File: config.mk
export PLATFORM = sky130hd
export DESIGN_NAME = reconf_fir_core
export DESIGN_NICKNAME = d
export VERILOG_FILES = /design/src/rtl/reconf_fir_core.sv
export SDC_FILE = /design/constraint.sdc
export NUM_CORES = 2
export LEC_CHECK = 0
export BUFFER_PORTS_ARGS = -buffer_cell sky130_fd_sc_hd__clkbuf_2
export CORE_UTILIZATION = 65
export CTS_CLUSTER_DIAMETER = 200
export DETAILED_ROUTE_END_ITERATION = 10
export GPL_TIMING_DRIVEN = 0
export PLACE_DENSITY = 0.83
export SETUP_SLACK_MARGIN = 0.2
export SLEW_MARGIN = 20
export SYNTH_ARGS = -nofsm -noshare
export SYNTH_HDL_FRONTEND = slang
export SYNTH_SLANG_ARGS = --single-unit
File: constraint.sdc
create_clock -name iClk12M -period 13 [get_ports iClk12M]
set_clock_uncertainty 0.1 [all_clocks]
set_input_delay 0 -clock iClk12M [delete_from_list [all_inputs] [get_ports iClk12M]]
set_output_delay 0 -clock iClk12M [all_outputs]
set_load 0.02 [all_outputs]
File: src/rtl/reconf_fir_core.sv
// Reconfigurable multi-lane FIR engine: per-lane coefficient banks, run-time
// bank count, valid/ready coefficient loading, output saturation.
module reconf_fir_core #(
    parameter int NUM_BANK = 4,
    parameter int TAPS     = 10,
    parameter int DATA_W   = 3,
    parameter int COEF_W   = 16,
    parameter int ACC_W    = 24,
    parameter int OUT_W    = 16,
    parameter int SHIFT    = 0
) (
    input  logic                              iClk12M,
    input  logic                              iRsn,
    input  logic                              iEnSample,
    input  logic signed [DATA_W-1:0]          iFirIn,
    input  logic [$clog2(NUM_BANK+1)-1:0]     iBankCnt,
    input  logic                              iCoeffUpdate,
    input  logic                              iCoeffValid,
    input  logic signed [COEF_W-1:0]          iCoeffData,
    output logic                              oCoeffReady,
    output logic signed [OUT_W-1:0]           oFirOut,
    output logic                              oFirValid,
    output logic                              oBusy,
    output logic                              oSampleDrop
);

    localparam int L      = NUM_BANK * TAPS;
    localparam int BCW    = $clog2(NUM_BANK + 1);
    localparam int KW     = (TAPS > 1) ? $clog2(TAPS) : 1;
    localparam int TCW    = $clog2(TAPS + 1);
    localparam int WCW    = (L > 1) ? $clog2(L) : 1;
    localparam int PROD_W = DATA_W + COEF_W;
    localparam int SUM_W  = ACC_W + $clog2(NUM_BANK);

    localparam logic [1:0] IDLE = 2'd0;
    localparam logic [1:0] LOAD = 2'd1;
    localparam logic [1:0] MAC  = 2'd2;
    localparam logic [1:0] DONE = 2'd3;

    localparam logic signed [SUM_W-1:0] OMAX =
        {{(SUM_W-OUT_W+1){1'b0}}, {(OUT_W-1){1'b1}}};
    localparam logic signed [SUM_W-1:0] OMIN =
        {{(SUM_W-OUT_W+1){1'b1}}, {(OUT_W-1){1'b0}}};

    logic [1:0]                state;
    logic signed [DATA_W-1:0]  xLine  [L];
    logic signed [COEF_W-1:0]  coef   [L];
    logic signed [COEF_W-1:0]  coefRd [NUM_BANK];
    logic signed [ACC_W-1:0]   acc    [NUM_BANK];
    logic signed [PROD_W-1:0]  prodV  [NUM_BANK];
    logic signed [ACC_W-1:0]   laneAdd[NUM_BANK];
    logic [TCW-1:0]            tapCnt;
    logic [KW-1:0]             tapRd;
    logic                      rdVld;
    logic [WCW-1:0]            wrCnt;
    logic [BCW-1:0]            bankSel;
    logic signed [SUM_W-1:0]   sumAll;
    logic signed [SUM_W-1:0]   shifted;
    logic signed [OUT_W-1:0]   satOut;
    logic                      coefXfer;
    logic                      strobeOk;

    assign oCoeffReady = (state == LOAD);
    assign oBusy       = (state != IDLE);
    assign coefXfer    = (state == LOAD) && iCoeffValid;
    assign strobeOk    = (state == IDLE) && !iCoeffUpdate && iEnSample;

    // Delay line is frozen during MAC, so it can be read in the accumulate cycle
    always_comb begin
        for (int b = 0; b < NUM_BANK; b++) begin
            prodV[b]   = xLine[WCW'(b*TAPS) + WCW'(tapRd)] * coefRd[b];
            laneAdd[b] = (b < int'(bankSel)) ? ACC_W'(prodV[b]) : '0;
        end
    end

    always_comb begin
        sumAll = '0;
        for (int b = 0; b < NUM_BANK; b++) begin
            sumAll = sumAll + SUM_W'(acc[b]);
        end
        shifted = sumAll >>> SHIFT;
        if (shifted > OMAX) begin
            satOut = {1'b0, {(OUT_W-1){1'b1}}};
        end else if (shifted < OMIN) begin
            satOut = {1'b1, {(OUT_W-1){1'b0}}};
        end else begin
            satOut = shifted[OUT_W-1:0];
        end
    end

    always_ff @(posedge iClk12M or negedge iRsn) begin
        if (!iRsn) begin
            state       <= IDLE;
            tapCnt      <= '0;
            tapRd       <= '0;
            rdVld       <= 1'b0;
            wrCnt       <= '0;
            bankSel     <= '0;
            oFirOut     <= '0;
            oFirValid   <= 1'b0;
            oSampleDrop <= 1'b0;
            for (int i = 0; i < L; i++) begin
                xLine[i] <= '0;
                coef[i]  <= '0;
            end
            for (int b = 0; b < NUM_BANK; b++) begin
                coefRd[b] <= '0;
                acc[b]    <= '0;
            end
        end else begin
            oFirValid   <= 1'b0;
            oSampleDrop <= iEnSample && !strobeOk;
            if (coefXfer) begin
                coef[wrCnt] <= iCoeffData;
            end
            unique case (state)
                IDLE: begin
                    if (iCoeffUpdate) begin
                        state <= LOAD;
                        wrCnt <= '0;
                    end else if (iEnSample) begin
                        xLine[0] <= iFirIn;
                        for (int i = 1; i < L; i++) begin
                            xLine[i] <= xLine[i-1];
                        end
                        bankSel <= (iBankCnt > BCW'(NUM_BANK))
                                 ? BCW'(NUM_BANK) : iBankCnt;
                        for (int b = 0; b < NUM_BANK; b++) begin
                            acc[b] <= '0;
                        end
                        tapCnt <= '0;
                        rdVld  <= 1'b0;
                        state  <= MAC;
                    end
                end
                LOAD: begin
                    if (coefXfer) begin
                        if (wrCnt == WCW'(L-1)) begin
                            wrCnt <= '0;
                            state <= IDLE;
                        end else begin
                            wrCnt <= wrCnt + 1'b1;
                        end
                    end
                    if (!iCoeffUpdate) begin
                        wrCnt <= '0;
                        state <= IDLE;
                    end
                end
                MAC: begin
                    if (tapCnt != TCW'(TAPS)) begin
                        for (int b = 0; b < NUM_BANK; b++) begin
                            coefRd[b] <= coef[WCW'(b*TAPS) + WCW'(tapCnt)];
                        end
                        tapRd  <= KW'(tapCnt);
                        tapCnt <= tapCnt + 1'b1;
                        rdVld  <= 1'b1;
                    end else begin
                        rdVld <= 1'b0;
                    end
                    if (rdVld) begin
                        for (int b = 0; b < NUM_BANK; b++) begin
                            acc[b] <= acc[b] + laneAdd[b];
                        end
                        if (tapRd == KW'(TAPS-1)) begin
                            state <= DONE;
                        end
                    end
                end
                DONE: begin
                    oFirOut   <= satOut;
                    oFirValid <= 1'b1;
                    state     <= IDLE;
                end
                default: state <= IDLE;
            endcase
        end
    end

endmodule
==> reports/metrics.cfg <==
[sta]
hold_viol_final=0
finalCritPeriodShare=0.824
slew_headroom=0.152
fin_ws_ps=2290
final.setup.tns_ps=0
setup_viol=0
min_period_ps=10710
maxSlewViolCount=0
worst-slew-pin-transition_ps=1270
rsz0062_at_grt=no
fmax_mhz=93.4

[worst_setup_path]
cp_num_buf_inv=8
worst-path-max-fanout=10
max_stage_delay_ps=750
reg2reg_from=tapRd[1]$_DFFE_PN0P_
criticalPathCategory=reg -> reg
cp_common_cell=clkbuf_1
startpoint=tapRd[1]$_DFFE_PN0P_
cp-start-kind=register
arrival_ps=11210
cp_top_family=buffers and inverters
end_kind=register
required_ps=13510
slowest_stage=mux2i_1

[routing]
topRoutingLayerUsed=met5
ant_nets=0
viasPerCell=6.95
wl_met2_mm=81.1
drt_iter0_drc=5538
dr_total_vias=45200
met3_length_mm=20.2
drtPass1Iterations=6
drcViolationCount=0
wl_met1_mm=64.4
wl_per_cell_um=27.6
routed_wirelength_mm=180

[clock_tree]
htreeDepth=3
clk_pin_slew_ps=60
cts_tree=done
cts_resized=0
clock_sinks=958
cts-buffers-inserted=100
clk_path_buf_depth=3
cts_root_buffer=clkbuf_16
cts_setup_buffers=0
cts_hold_buf=33
clock_latency_ps=740

[cells_and_area]
syn2layout_area_growth_pct=9.55
fin_nets=5571
design_area_um2=67100
final-instance-count-excl-fill=6498
layout-drive-gt1-share=0.295

[yosys]
synthTopCellsByArea=dfrtp_1 39%, mux4_2 15%, mux2_2 15%
ys_ff_latch=958
synth_nets=5395
syn_avg_cell_area_um2=12.3
ys_warn_count=0
synth_edf_count=0
synthArstFlopShare=1.00
synth_area_um2=61200
synth.distinct_cells=80
synth_top_cell_by_area=dfrtp_1
synthFlopType=dfrtp_1
syn_inst=4985
yosysSeqAreaShare=0.391
synth_top_area_frac=0.391

[placed_design]
post-place-ws_ps=2480
dp_hpwl_mm=131
gp_congestion=1.03
place_area_um2=63300
numPortBuffers=29
placed_cells=6280

[pwr]
leakagePower_nw=31.3
powerDensity_nw_per_um2=187
ir_drop_mv=0.121
power.total_w=0.0125

[floorplanning]
initial_core_util=0.656
die-area_um2=95400
die_h_um=309
die_x_um=309
ios=47
rows=112
core_area_um2=93300

[global_routing]
grt_pass1_vias=46400
antenna_found_initial=12
grt_max_degree=96
grt_pass1_wl_mm=277
grt_usage=0.387
grt_overflow_total=0

[hold_path]
min-delay-start=iFirIn[2]
hold_class=in -> reg

[status]
outcome=finished clean

[run]
drv_cap=0

## cell usage in the layout, fill, tap and decap left out, types with 48 or more instances in the layout
cell       Yosys  final
dfrtp_1      958    958
mux2_2       813    813
mux4_2       412    412
nand2_1      350    350
o21ai_0      271    271
clkbuf_1     258    270
ha_1         262    262
nor2_1       257    257
a21oi_1      206    206
fa_1         121    121
mux2i_1      110    110
clkbuf_16      0    100
inv_1         89     89
nor2b_1       78     78
nor3_1        75     73
xnor2_1       71     71
xor2_1        70     69
a21o_1        64     64
and2_1        61     61
nand3_1       48     48
## logic make-up (layout without fill, tap and decap cells)
family / Yosys count / after routing / share of synthesized area
AND/OR/NAND/NOR: 993 / 993 / 0.0750
AO/OA/AOI/OAI: 743 / 743 / 0.0733
XOR/XNOR: 142 / 142 / 0.0204
buffers and inverters: 431 / 682 / 0.0277
other: 0 / 8 / 0
multiplexers: 1335 / 1335 / 0.319
flip-flops: 958 / 958 / 0.391
adder cells (fa/ha/maj): 383 / 383 / 0.0931
## path summary, 6_finish.rpt
check,end,slack [ps],cells past startpoint
min in group asynchronous,coef[305]$_DFFE_PN0P_,350,4
worst max-delay path,acc[71]$_DFFE_PN0P_,2290,34
worst max register to register,acc[71]$_DFFE_PN0P_,2290,34
worst min register to register,coef[217]$_DFFE_PN0P_,400,1
worst min-delay path,xLine[119]$_DFFE_PN0P_,2,3
max in group asynchronous,coef[621]$_DFFE_PN0P_,10920,7
## layout make-up
type / instances / area, µm²
Inverter: 96 / 360
Clock inverter: 44 / 596
Timing Repair Buffer: 74 / 832
Antenna cell: 8 / 20.0
Sequential cell: 958 / 24000
Buffer: 335 / 1350
Multi-Input combinational cell: 3596 / 35600
Clock buffer: 133 / 2800
Tap cell: 1254 / 1570
Fill cell: 6138 / 26200
## metrics by stage
| stage | util | hold slack [ps] |
|---|---|---|
| global route | 0.719 | 22.5 |
| CTS | 0.718 | 3.57 |
| detailed placement | 0.678 | -116 |
| global placement | 0.674 | 136 |
| floorplan | - | -396 |
| finish | 0.719 | 2.33 |
## synth_stat cells (all sizes together), types with 19 or more instances
| cell | count |
|---|---|
| nor2b | 78 |
| buf | 77 |
| a21oi | 216 |
| clkbuf | 258 |
| xnor2 | 72 |
| and2 | 61 |
| nand2b | 22 |
| mux2 | 813 |
| nand2 | 361 |
| o21bai | 24 |
| xor2 | 70 |
| nor3 | 77 |
| and3 | 19 |
| nor2 | 257 |
| inv | 94 |
| fa | 121 |
| a21o | 64 |
| o21ai | 291 |
| dfrtp | 958 |
| o31ai | 20 |
| nand3 | 49 |
| mux4 | 412 |
| mux2i | 110 |
| ha | 262 |
| or2 | 20 |
## where the power goes
group,internal (W),switching [W],total (W)
logic,0.00235,0.00366,0.00601
registers,0.00325,0.000277,0.00352
clock network,0.00170,0.00130,0.00300
## flip-flops by register name, indices dropped and copies added, names as in the netlist
name / count
oSampleDrop: 1
tapRd: 4
rdVld: 1
coef: 640
wrCnt: 6
coefRd: 64
tapCnt: 4
state: 2
oFirValid: 1
xLine: 120
acc: 96
bankSel: 3
oFirOut: 16
## worst register-to-register path, delay by kind of cell (launching register included)
family                   cells  cell delay [ps]
buffers and inverters        8             3290
adder cells (fa/ha/maj)      6             2070
AO/OA/AOI/OAI               12             2290
multiplexers                 2             1200
XOR/XNOR                     1              270
AND/OR/NAND/NOR              5              940
flip-flops                   1              450
## metal layers
metal	GRT usage	up-vias
met3	0.115	829
met1	0.485	22600
met5	0	-
met2	0.592	3006
li1	-	18700
met4	0.249	6
Note: power is estimated with default switching activity, not from simulation.
